$ cat src/rtl/ccu_nibble_cipher.sv
// Nibble-serial iterative block cipher: substitution/rotation rounds with a rolling key schedule.
// Latency: last input beat to first out_valid is ROUNDS+1 cycles (encrypt), 2*ROUNDS+1 (decrypt).
// Backpressure: in_ready only in LOAD; in OUT the result nibble holds until out_ready accepts it.
module ccu_nibble_cipher #(
  parameter int NIBBLES = 4,
  parameter int ROUNDS  = 4
) (
  input  logic       clk,
  input  logic       rst_n,
  input  logic [3:0] din,
  input  logic [3:0] kin,
  input  logic       in_valid,
  output logic       in_ready,
  input  logic       mode,
  output logic [3:0] dout,
  output logic       out_valid,
  input  logic       out_ready,
  output logic       busy
);

  localparam int W  = 4 * NIBBLES;
  localparam int CW = $clog2(NIBBLES);
  localparam logic [CW-1:0] LAST_NIB = CW'(NIBBLES - 1);
  localparam logic [3:0]    LAST_RND = 4'(ROUNDS - 1);

  typedef enum logic [2:0] {LOAD, KEXP, ROUND, WHITEN, OUT} state_t;

  function automatic logic [3:0] sbox(input logic [3:0] x);
    logic [3:0] y;
    case (x)
      4'h0: y = 4'hC;  4'h1: y = 4'h5;  4'h2: y = 4'h6;  4'h3: y = 4'hB;
      4'h4: y = 4'h9;  4'h5: y = 4'h0;  4'h6: y = 4'hA;  4'h7: y = 4'hD;
      4'h8: y = 4'h3;  4'h9: y = 4'hE;  4'hA: y = 4'hF;  4'hB: y = 4'h8;
      4'hC: y = 4'h4;  4'hD: y = 4'h7;  4'hE: y = 4'h1;  default: y = 4'h2;
    endcase
    return y;
  endfunction

  function automatic logic [3:0] sbox_inv(input logic [3:0] x);
    logic [3:0] y;
    case (x)
      4'h0: y = 4'h5;  4'h1: y = 4'hE;  4'h2: y = 4'hF;  4'h3: y = 4'h8;
      4'h4: y = 4'hC;  4'h5: y = 4'h1;  4'h6: y = 4'h2;  4'h7: y = 4'hD;
      4'h8: y = 4'hB;  4'h9: y = 4'h4;  4'hA: y = 4'h6;  4'hB: y = 4'h3;
      4'hC: y = 4'h0;  4'hD: y = 4'h7;  4'hE: y = 4'h9;  default: y = 4'hA;
    endcase
    return y;
  endfunction

  // Nibble i moves to nibble i+1; the top nibble wraps into nibble 0.
  function automatic logic [W-1:0] rot_l(input logic [W-1:0] v);
    return {v[W-5:0], v[W-1:W-4]};
  endfunction

  function automatic logic [W-1:0] rot_r(input logic [W-1:0] v);
    return {v[3:0], v[W-1:4]};
  endfunction

  function automatic logic [W-1:0] sub_all(input logic [W-1:0] v);
    logic [W-1:0] r;
    for (int i = 0; i < NIBBLES; i++) r[4*i +: 4] = sbox(v[4*i +: 4]);
    return r;
  endfunction

  function automatic logic [W-1:0] inv_all(input logic [W-1:0] v);
    logic [W-1:0] r;
    for (int i = 0; i < NIBBLES; i++) r[4*i +: 4] = sbox_inv(v[4*i +: 4]);
    return r;
  endfunction

  // K(r) -> K(r+1): rotate, then fold the 4-bit round constant r+1 into nibble 0.
  function automatic logic [W-1:0] key_fwd(input logic [W-1:0] k, input logic [3:0] r);
    logic [W-1:0] t;
    t = rot_l(k);
    t[3:0] = t[3:0] ^ (r + 4'd1);
    return t;
  endfunction

  // K(r+1) -> K(r): exact inverse of key_fwd.
  function automatic logic [W-1:0] key_bwd(input logic [W-1:0] k, input logic [3:0] r);
    logic [W-1:0] t;
    t = k;
    t[3:0] = t[3:0] ^ (r + 4'd1);
    return rot_r(t);
  endfunction

  state_t        state, state_n;
  logic [CW-1:0] cnt, cnt_n;
  logic [3:0]    rnd, rnd_n;
  logic          dec, dec_n;
  logic [W-1:0]  s, s_n, k, k_n;
  logic [W-1:0]  k_next, k_prev;

  assign k_next = key_fwd(k, rnd);
  assign k_prev = key_bwd(k, rnd);

  assign in_ready  = (state == LOAD);
  assign busy      = (state != LOAD);
  assign out_valid = (state == OUT);
  assign dout      = (state == OUT) ? s[4*cnt +: 4] : 4'h0;

  // State register; reset discards any partial block immediately.
  always_ff @(posedge clk or negedge rst_n) begin
    if (!rst_n) begin
      state <= LOAD;
      cnt   <= '0;
      rnd   <= '0;
      dec   <= 1'b0;
      s     <= '0;
      k     <= '0;
    end else begin
      state <= state_n;
      cnt   <= cnt_n;
      rnd   <= rnd_n;
      dec   <= dec_n;
      s     <= s_n;
      k     <= k_n;
    end
  end

  // Next-state and datapath: load, key expansion, rounds, whitening, drain.
  always_comb begin
    state_n = state;
    cnt_n   = cnt;
    rnd_n   = rnd;
    dec_n   = dec;
    s_n     = s;
    k_n     = k;
    unique case (state)
      LOAD: begin
        if (in_valid) begin
          s_n[4*cnt +: 4] = din;
          k_n[4*cnt +: 4] = kin;
          if (cnt == '0) dec_n = mode;
          if (cnt == LAST_NIB) begin
            cnt_n   = '0;
            state_n = dec ? KEXP : ROUND;
          end else begin
            cnt_n = cnt + CW'(1);
          end
        end
      end
      KEXP: begin
        k_n = k_next;
        // rnd is left at ROUNDS-1 so the decrypt rounds can count down from it.
        if (rnd == LAST_RND) state_n = WHITEN;
        else                 rnd_n   = rnd + 4'd1;
      end
      ROUND: begin
        if (!dec) begin
          s_n = rot_l(sub_all(s ^ k));
          k_n = k_next;
          if (rnd == LAST_RND) begin
            rnd_n   = '0;
            state_n = WHITEN;
          end else begin
            rnd_n = rnd + 4'd1;
          end
        end else begin
          s_n = inv_all(rot_r(s)) ^ k_prev;
          k_n = k_prev;
          if (rnd == '0) state_n = OUT;
          else           rnd_n   = rnd - 4'd1;
        end
      end
      WHITEN: begin
        s_n     = s ^ k;
        state_n = dec ? ROUND : OUT;
      end
      OUT: begin
        if (out_ready) begin
          if (cnt == LAST_NIB) begin
            cnt_n   = '0;
            state_n = LOAD;
          end else begin
            cnt_n = cnt + CW'(1);
          end
        end
      end
      default: state_n = LOAD;
    endcase
  end

endmodule

$ cat config.mk
export PLATFORM = sky130hd
export DESIGN_NAME = ccu_nibble_cipher
export DESIGN_NICKNAME = d
export VERILOG_FILES = /design/src/rtl/ccu_nibble_cipher.sv
export SDC_FILE = /design/constraint.sdc
export NUM_CORES = 1
export LEC_CHECK = 0
export CORE_MARGIN = 10
export CORE_UTILIZATION = 54
export DETAILED_ROUTE_END_ITERATION = 16
export DONT_BUFFER_PORTS = 1
export PLACE_DENSITY = 0.75
export SYNTH_ARGS = -nofsm -noshare
export SYNTH_HDL_FRONTEND = slang
export SYNTH_SLANG_ARGS = --single-unit
$ cat constraint.sdc
create_clock -name clk -period 1.9 [get_ports clk]
set_input_delay 0.57 -clock clk [delete_from_list [all_inputs] [get_ports clk]]
set_output_delay 0.57 -clock clk [all_outputs]
set_load 0.005 [all_outputs]
Yosys cells after proc, flatten, opt, wreduce, memory -nomap -nowiden. Memories as Yosys holds them, arrays and structs flattened. Cells that the tools add are included.

Add/sub/neg operators: 4. Eq/ne operators: 13. Shifts and indexed selects: 4. Mux-type cells: 36. Bitwise operators: 4. Reductions and logical operators: 14.

Operator list (number): case mux 16 bit (3 select lines) (2); indexed part select 4 x 34 -> 16 bit (2); 2-to-1 mux 16 bit (4); 2-to-1 mux 4 bit (13); negation 4 -> 34 bit (1); variable shift 4 x 34 -> 16 bit (first input constant) (1); bitwise mux 16 bit (2); bitwise XOR 16 bit (2); 2-to-1 mux 3 bit (8); indexed part select 16 x 5 -> 4 bit (1); case mux 3 bit (5 select lines) (1); AND reduction 3 bit (3); nonzero test 3 bit (3); 2-to-1 mux 2 bit (4); case mux 4 bit (2 select lines) (1); bitwise XOR 4 bit (2); equality test 3 x 2 -> 1 bit (second input constant) (2); != test 2 x 1 -> 1 bit (second input constant) (3); != test 3 bit (second input constant) (2); AND reduction 5 bit (1); adder 4 x 1 -> 4 bit (second input constant) (1); equality test 4 x 2 -> 1 bit (second input constant) (1); logical NOT 4 bit (1); != test 2 bit (second input constant) (2); 10 further kinds (12).

Flip-flop bits (word level): 42. ROM bits: 512. Input bits: 13. Output and inout port bits: 7. Word-level logic and storage cells: 89. Memories kept: 8.

Memories: (no name shown) (depth 16, bits a word 4, rd ports 1, clocked after Yosys merged registers in 0, wr ports 0, line 30) `case (x)`; (no name shown) (depth 16, bits a word 4, rd ports 1, clocked after Yosys merged registers in 0, wr ports 0, line 30); (no name shown) (depth 16, bits a word 4, rd ports 1, clocked after Yosys merged registers in 0, wr ports 0, line 30); (no name shown) (depth 16, bits a word 4, rd ports 1, clocked after Yosys merged registers in 0, wr ports 0, line 30); (no name shown) (depth 16, bits a word 4, rd ports 1, clocked after Yosys merged registers in 0, wr ports 0, line 41) `case (x)`; (no name shown) (depth 16, bits a word 4, rd ports 1, clocked after Yosys merged registers in 0, wr ports 0, line 41); +2 memories.

Longest topological paths before layout. Gate-level depths: netlist (run 1). An unclocked memory read counts as a cell.

Depth in word-level cells: 6. Mapped depth: 8. Gate-level depth less buffers: 8.

Worst setup path before layout (run 1). OpenSTA, ideal clock, no wires.

Kind: reg2reg. Start point: reg (tool-made name). End point: reg (tool-made name). Data arrival time: 1846 ps. Data required time: 1760 ps. Path slack: -86 ps. Cell stages (with the launch flop): 8. Clock period less this slack: 1986 ps. Cell sequence: dfrtp_1 > clkbuf_2 > inv_1 > ha_1 > mux4_2 > xor2_1 > a22oi_1 > o21ai_0.

==> results.sh, run 1 <==
export IMPL_violations="negative setup slack"
export IMPL_synth_adder_area_share_pct=11.9
export IMPL_coreArea_um2=8590
export IMPL_min_period_ns=2.10
export IMPL_dpl_hpwl_mm=12.5
export IMPL_rows=34
export IMPL_initial_core_util_pct=54.9
export IMPL_worstPathMaxFanout=5
export IMPL_multi_input_area_um2=3800
export IMPL_finalClockSkew_ns=0.00737
export IMPL_reg2reg_slack_ns=-0.17
export IMPL_grt_antenna_before_repair=0
export IMPL_rr_worst_depth=7
export IMPL_rsz0062_at_grt="yes"
export IMPL_cp_start_kind="flop"
export IMPL_dieWidth_um=113
export IMPL_dieArea_um2=12900
export IMPL_hold_viol=0
export IMPL_routedWlPerCell_um=22.4
export IMPL_grt_met3_usage_pct=7.24
export IMPL_fmax_mhz=477
export IMPL_cts_buffer_depth=2
export IMPL_cts_tree="yes"
export IMPL_cp_cell_sequence="buf_6 -> mux4_2 -> and3_4"
export IMPL_slew_violations=0
export IMPL_grt_busiest_layer="met2"
export IMPL_synth_top_family_by_area="compound AO/OA/AOI/OAI gates"
export IMPL_die_y_um=113
export IMPL_nets=704
export IMPL_setup_slack_ns=-0.197
export IMPL_synth_xor_area_share_pct=10.0
export IMPL_netlist_area_leader_share_pct=22.3
export IMPL_regArea_um2=1060
export IMPL_dr_pass1_iters=6
export IMPL_finish_instance_area_um2=6380
export IMPL_post_route_period_util_pct=110
export IMPL_async_flop_share_pct=100
export IMPL_setup_tns_ns=-1.25
export IMPL_path_clk_slew_ns=0.08
export IMPL_drc_errors=0
export IMPL_grt_max_degree=43
export IMPL_cp_end_kind="output pin"
export IMPL_tightest_slew_ns=0.477
export IMPL_yosysSeqAreaShare_pct=22.3
export IMPL_synth_seq_cells=42
export IMPL_syn2layout_area_growth_pct=35.3
export IMPL_status="finished with violations"
export IMPL_synthesis_area_um2=4720
export IMPL_relSlewSlack_pct=68.0
export IMPL_vias_per_cell=6.36
export IMPL_first_global_vias=4764
export IMPL_synthMuxAreaShare_pct=10.7
export IMPL_slowest_delay_ns=0.45
export IMPL_wirelength_mm=16.9
export IMPL_synth_cells=543
export IMPL_ys_warn_count=0
export IMPL_clock_latency_ns=0.30
export IMPL_syn_avg_cell_area_um2=8.68
export IMPL_cts_buffers=5
export IMPL_clock_sinks=42
export IMPL_dr_first_iter_drc_count=480
export IMPL_worstPathArrival_ns=1.53
export IMPL_hold_slack_ns=0.106
export IMPL_grt_pass1_wl_mm=25.7
export IMPL_grt_ovfl_total=0
export IMPL_synth_compound_area_share_pct=22.1
export IMPL_antenna_left=0
export IMPL_synthDistinctLibCells=71
export IMPL_routabilityCongestion=1.00
export IMPL_maxCapViolations=0
export IMPL_fin_util_pct=74.2
export IMPL_yosys_area_top_type="dfrtp_1"
export IMPL_critical_path_class="flop to output pin"
export IMPL_final_layout_size_suffix_gt1_share_pct=39.9
export IMPL_antenna_cells=0
export IMPL_syn_num_nets=601
export IMPL_ys_flop_type="dfrtp_1"
export IMPL_hp_class="input port to async pin"
export IMPL_required_ns=1.33
export IMPL_cts_htree_levels=2
export IMPL_synth_edf_count=0
export IMPL_synthSimpleGateAreaFrac_pct=15.4
export IMPL_num_vias=4802
export IMPL_nFillCells=634
export IMPL_setup_viol=12
export IMPL_ys_top_cells_by_area="dfrtp_1 22%, ha_1 12%, mux4_2 6.2%"
export IMPL_grtUsageMet1_pct=30.1
export IMPL_dpl_instance_area_um2=5460
export IMPL_portBuffers=0
export IMPL_cts_root_buffer_cell="clkbuf_8"
export IMPL_slowest_stage="mux4_2"
export IMPL_use_met2_pct=41.6
export IMPL_io_pins=20
export IMPL_grtUsageTotal_pct=25.1
## cells by family after synthesis
logic type,after synthesis
compound gates,153
xor+xnor,47
fa+ha+maj,45
buf+inv,77
flops,42
mux,30
simple gates,149
## how the worst max path moves through the flow
stage          startpoint      end  slack [ns]
2_1_floorplan        flop     flop       -0.02
3_3_place_gp         flop     flop       -0.03
3_5_place_dp         flop     flop       -0.10
4_1_cts            cnt[1]  dout[3]       -0.19
5_1_grt            cnt[1]  dout[1]       -0.26
6_report             flop  dout[0]       -0.20
## synthesized netlist by cell type (3+ instances only)
master    number
o21ai_0       26
a21oi_1       33
nor3_1         7
xnor2_1       23
a21oi_2        3
o211ai_1       9
nand2_1       43
nand2b_1       6
nand3_1        7
mux4_2        13
o221ai_1       3
and3_1         6
a22oi_1       13
mux2i_1        8
a211o_1        3
a221oi_1       9
buf_4          3
a31oi_1       19
xor2_1        19
clkbuf_8       3
mux2_2         7
a222oi_1       8
dfrtp_1       42
a211oi_1       3
inv_1         42
buf_2         15
nor2_1        55
a32o_1         3
ha_1          45
nor2b_1        4
clkbuf_1      11
## metrics by stage
step	setup WS, ns	cells
finish	-0.197	755
CTS	-0.191	742
global route	-0.263	755
detailed placement	-0.104	717
floorplan	-0.0161	543
global placement	-0.0350	717
## critical path: cells and delay by family (launching register included)
family | cells | cell delay (ns)
flops | 1 | 0.44
simple gates | 1 | 0.19
buf+inv | 1 | 0.14
mux | 1 | 0.45
## placed cells by master (no fill, tap or decap), drive strengths merged, types with 5 or more instances in the layout
cell,Yosys,final
a22oi,13,13
and3,6,6
a221oi,9,9
a31oi,19,19
mux2i,8,8
a21oi,36,36
nand2b,6,6
xor2,21,21
nor2b,5,5
mux2,7,7
nor3,8,8
xnor2,26,26
o211ai,9,9
nand2,44,44
mux4,15,15
clkbuf,16,7
nand3,7,7
ha,45,45
o21ai,27,27
dfrtp,42,42
nor2,56,56
a222oi,8,8
buf,19,131
inv,42,41
## timing repair
item	4_1_cts	5_1_grt
pin swaps	9	39
setup buffers	16	16
setup endpoints to repair	18	31
gates resized for setup	45	88
hold buffers	1	0
cloned	0	0
hold endpoints to repair	42	0
## layer usage
layer	wire length [um]	vias up
li1	-	2172
met1	6350	2298
met2	8100	269
met3	1760	63
met4	731	0
met5	0	-
## cell type report
class	count	share of cell area, %
Timing Repair Buffer	131	17.5
Inverter	42	2.77
Clock buffer	7	1.35
Tap cell	108	2.12
Clock inverter	1	0.0784
Multi-Input combinational cell	424	59.6
Sequential cell	42	16.6
Power of run 1 is not shown: default switching activity piles up to over one toggle a cycle in this logic, so the estimate is an artifact.
==> run 2: changes to the inputs <==
==> constraint.sdc (replaced) <==
create_clock -name clk -period 1.9 [get_ports clk]
set_input_delay 0.285 -clock clk [delete_from_list [all_inputs] [get_ports clk]]
set_output_delay 0.285 -clock clk [all_outputs]
set_load 0.005 [all_outputs]
==> results.sh, run 2 (same netlist as run 1, synthesis figures left out) <==
export IMPL_final_cell_mix="96 x buf_4, 52 x nor2_1, 43 x nand2_1, 36 x ha_1, 32 x inv_1"
export IMPL_setup_slack_ns=-0.0481
export IMPL_grt_antenna_before_repair=0
export IMPL_initial_core_util_pct=54.9
export IMPL_relSlewSlack_pct=65.6
export IMPL_finalClockSkew_ns=0.00852
export IMPL_fmax_mhz=513
export IMPL_syn2layout_area_growth_pct=26.6
export IMPL_final_layout_size_suffix_gt1_share_pct=34.3
export IMPL_dr_first_iter_drc_count=478
export IMPL_dpl_instance_area_um2=5410
export IMPL_mostFrequentLayoutCell="buf_4"
export IMPL_cp_end_kind="flop"
export IMPL_worstPathArrival_ns=2.16
export IMPL_regArea_um2=1060
export IMPL_wirelength_mm=16.4
export IMPL_drc_errors=0
export IMPL_status="finished with violations"
export IMPL_worstPathMaxFanout=4
export IMPL_cts_htree_levels=2
export IMPL_critical_path_class="flop to flop"
export IMPL_cts_buffer_depth=2
export IMPL_die_y_um=113
export IMPL_min_period_ns=1.95
export IMPL_grtUsageTotal_pct=23.7
export IMPL_rows=34
export IMPL_hp_class="input port to flop"
export IMPL_grt_ovfl_total=0
export IMPL_clock_latency_ns=0.30
export IMPL_nFillCells=673
export IMPL_vias_per_cell=6.57
export IMPL_grt_max_degree=43
export IMPL_grt_pass1_wl_mm=24.2
export IMPL_cts_tree="yes"
export IMPL_routedWlPerCell_um=22.4
export IMPL_multi_input_area_um2=3620
export IMPL_required_ns=2.11
export IMPL_cts_buffers=5
export IMPL_dpl_hpwl_mm=12.4
export IMPL_dieWidth_um=113
export IMPL_setup_viol=3
export IMPL_nets=682
export IMPL_cp_start_kind="flop"
export IMPL_antenna_cells=0
export IMPL_maxCapViolations=0
export IMPL_dr_pass1_iters=8
export IMPL_antenna_left=0
export IMPL_dieArea_um2=12900
export IMPL_violations="negative setup slack"
export IMPL_cts_root_buffer_cell="clkbuf_8"
export IMPL_routabilityCongestion=0.988
export IMPL_finish_instance_area_um2=5970
export IMPL_slew_violations=0
export IMPL_io_pins=20
export IMPL_first_global_vias=4393
export IMPL_dp_slack_ns=-0.161
export IMPL_tightest_slew_ns=0.514
export IMPL_hold_viol=0
export IMPL_num_vias=4806
export IMPL_path_clk_slew_ns=0.09
export IMPL_post_route_period_util_pct=103
export IMPL_rsz0062_at_grt="yes"
export IMPL_clock_sinks=42
export IMPL_coreArea_um2=8590
export IMPL_portBuffers=0
run 2: cell types whose count changed in the layout (fill, tap and decap cells not counted), sizes merged:
cell         delta
buf            -23
clkbuf          -2
clkinv          -1
clkinvlp        +1
dlygate4sd3     +1
inv             +1
run 2: repair_timing:
item	in CTS	in global routing
endpoints found under the hold margin	42	0
resized for setup	10	75
pin swaps	1	27
endpoints found under the setup margin	13	35
setup buffers	1	12
hold buffers	2	0
run 2: layout make-up:
class                      instances  share of cell area [%]
tap                              108                    2.26
multi-input combinational        424                    60.6
clock inverter                     2                   0.251
timing repair buffer             109                    15.2
sequential                        42                    17.8
clock buffer                       5                    1.15
inverter                          42                    2.64
run 2: through the flow:
stage	hold slack (ns)	setup TNS, ns	cells	util (%)
after global routing	0.134	-0.539	732	69.5
after floorplan	-0.0106	-0.0161	543	-
after CTS	0.141	-0.270	720	64.9
after detailed placement	-0.00868	-0.514	710	62.9
after global placement	-0.00929	-0.334	710	62.9
final	0.138	-0.0725	732	69.5
run 2: layer usage:
metal | global-route usage [%] | wire length, um | vias to the layer above
li1 | - | - | 2134
met2 | 36.3 | 7400 | 320
met3 | 6.51 | 1820 | 80
met4 | 11.2 | 824 | 0
met1 | 30.4 | 6360 | 2272
met5 | 0 | 0 | -
run 2: path summary, 6_finish.rpt:
| path | startpoint | end | slack [ns] | depth (start not counted) |
|---|---|---|---|---|
| worst min-delay path | mode | dec | 0.14 | 1 |
| worst max register to register | flop | flop | -0.05 | 7 |
| worst max-delay path | flop | flop | -0.05 | 7 |
| worst min register to register | rnd[1] | rnd[1] | 0.58 | 2 |
| max in group asynchronous | rst_n | async pin | 1.14 | 2 |
| min in group asynchronous | rst_n | async pin | 0.50 | 2 |
run 2: worst max-delay path: stages, from the launching register on:
cell and delay (ns):
dfrtp_2 0.49, buf_6 0.15, ha_2 0.17, or3_4 0.34, a22oi_2 0.26, xnor2_1 0.15
nand2_1 0.09, a32oi_1 0.21
Power of run 2 is left out for the same reason.
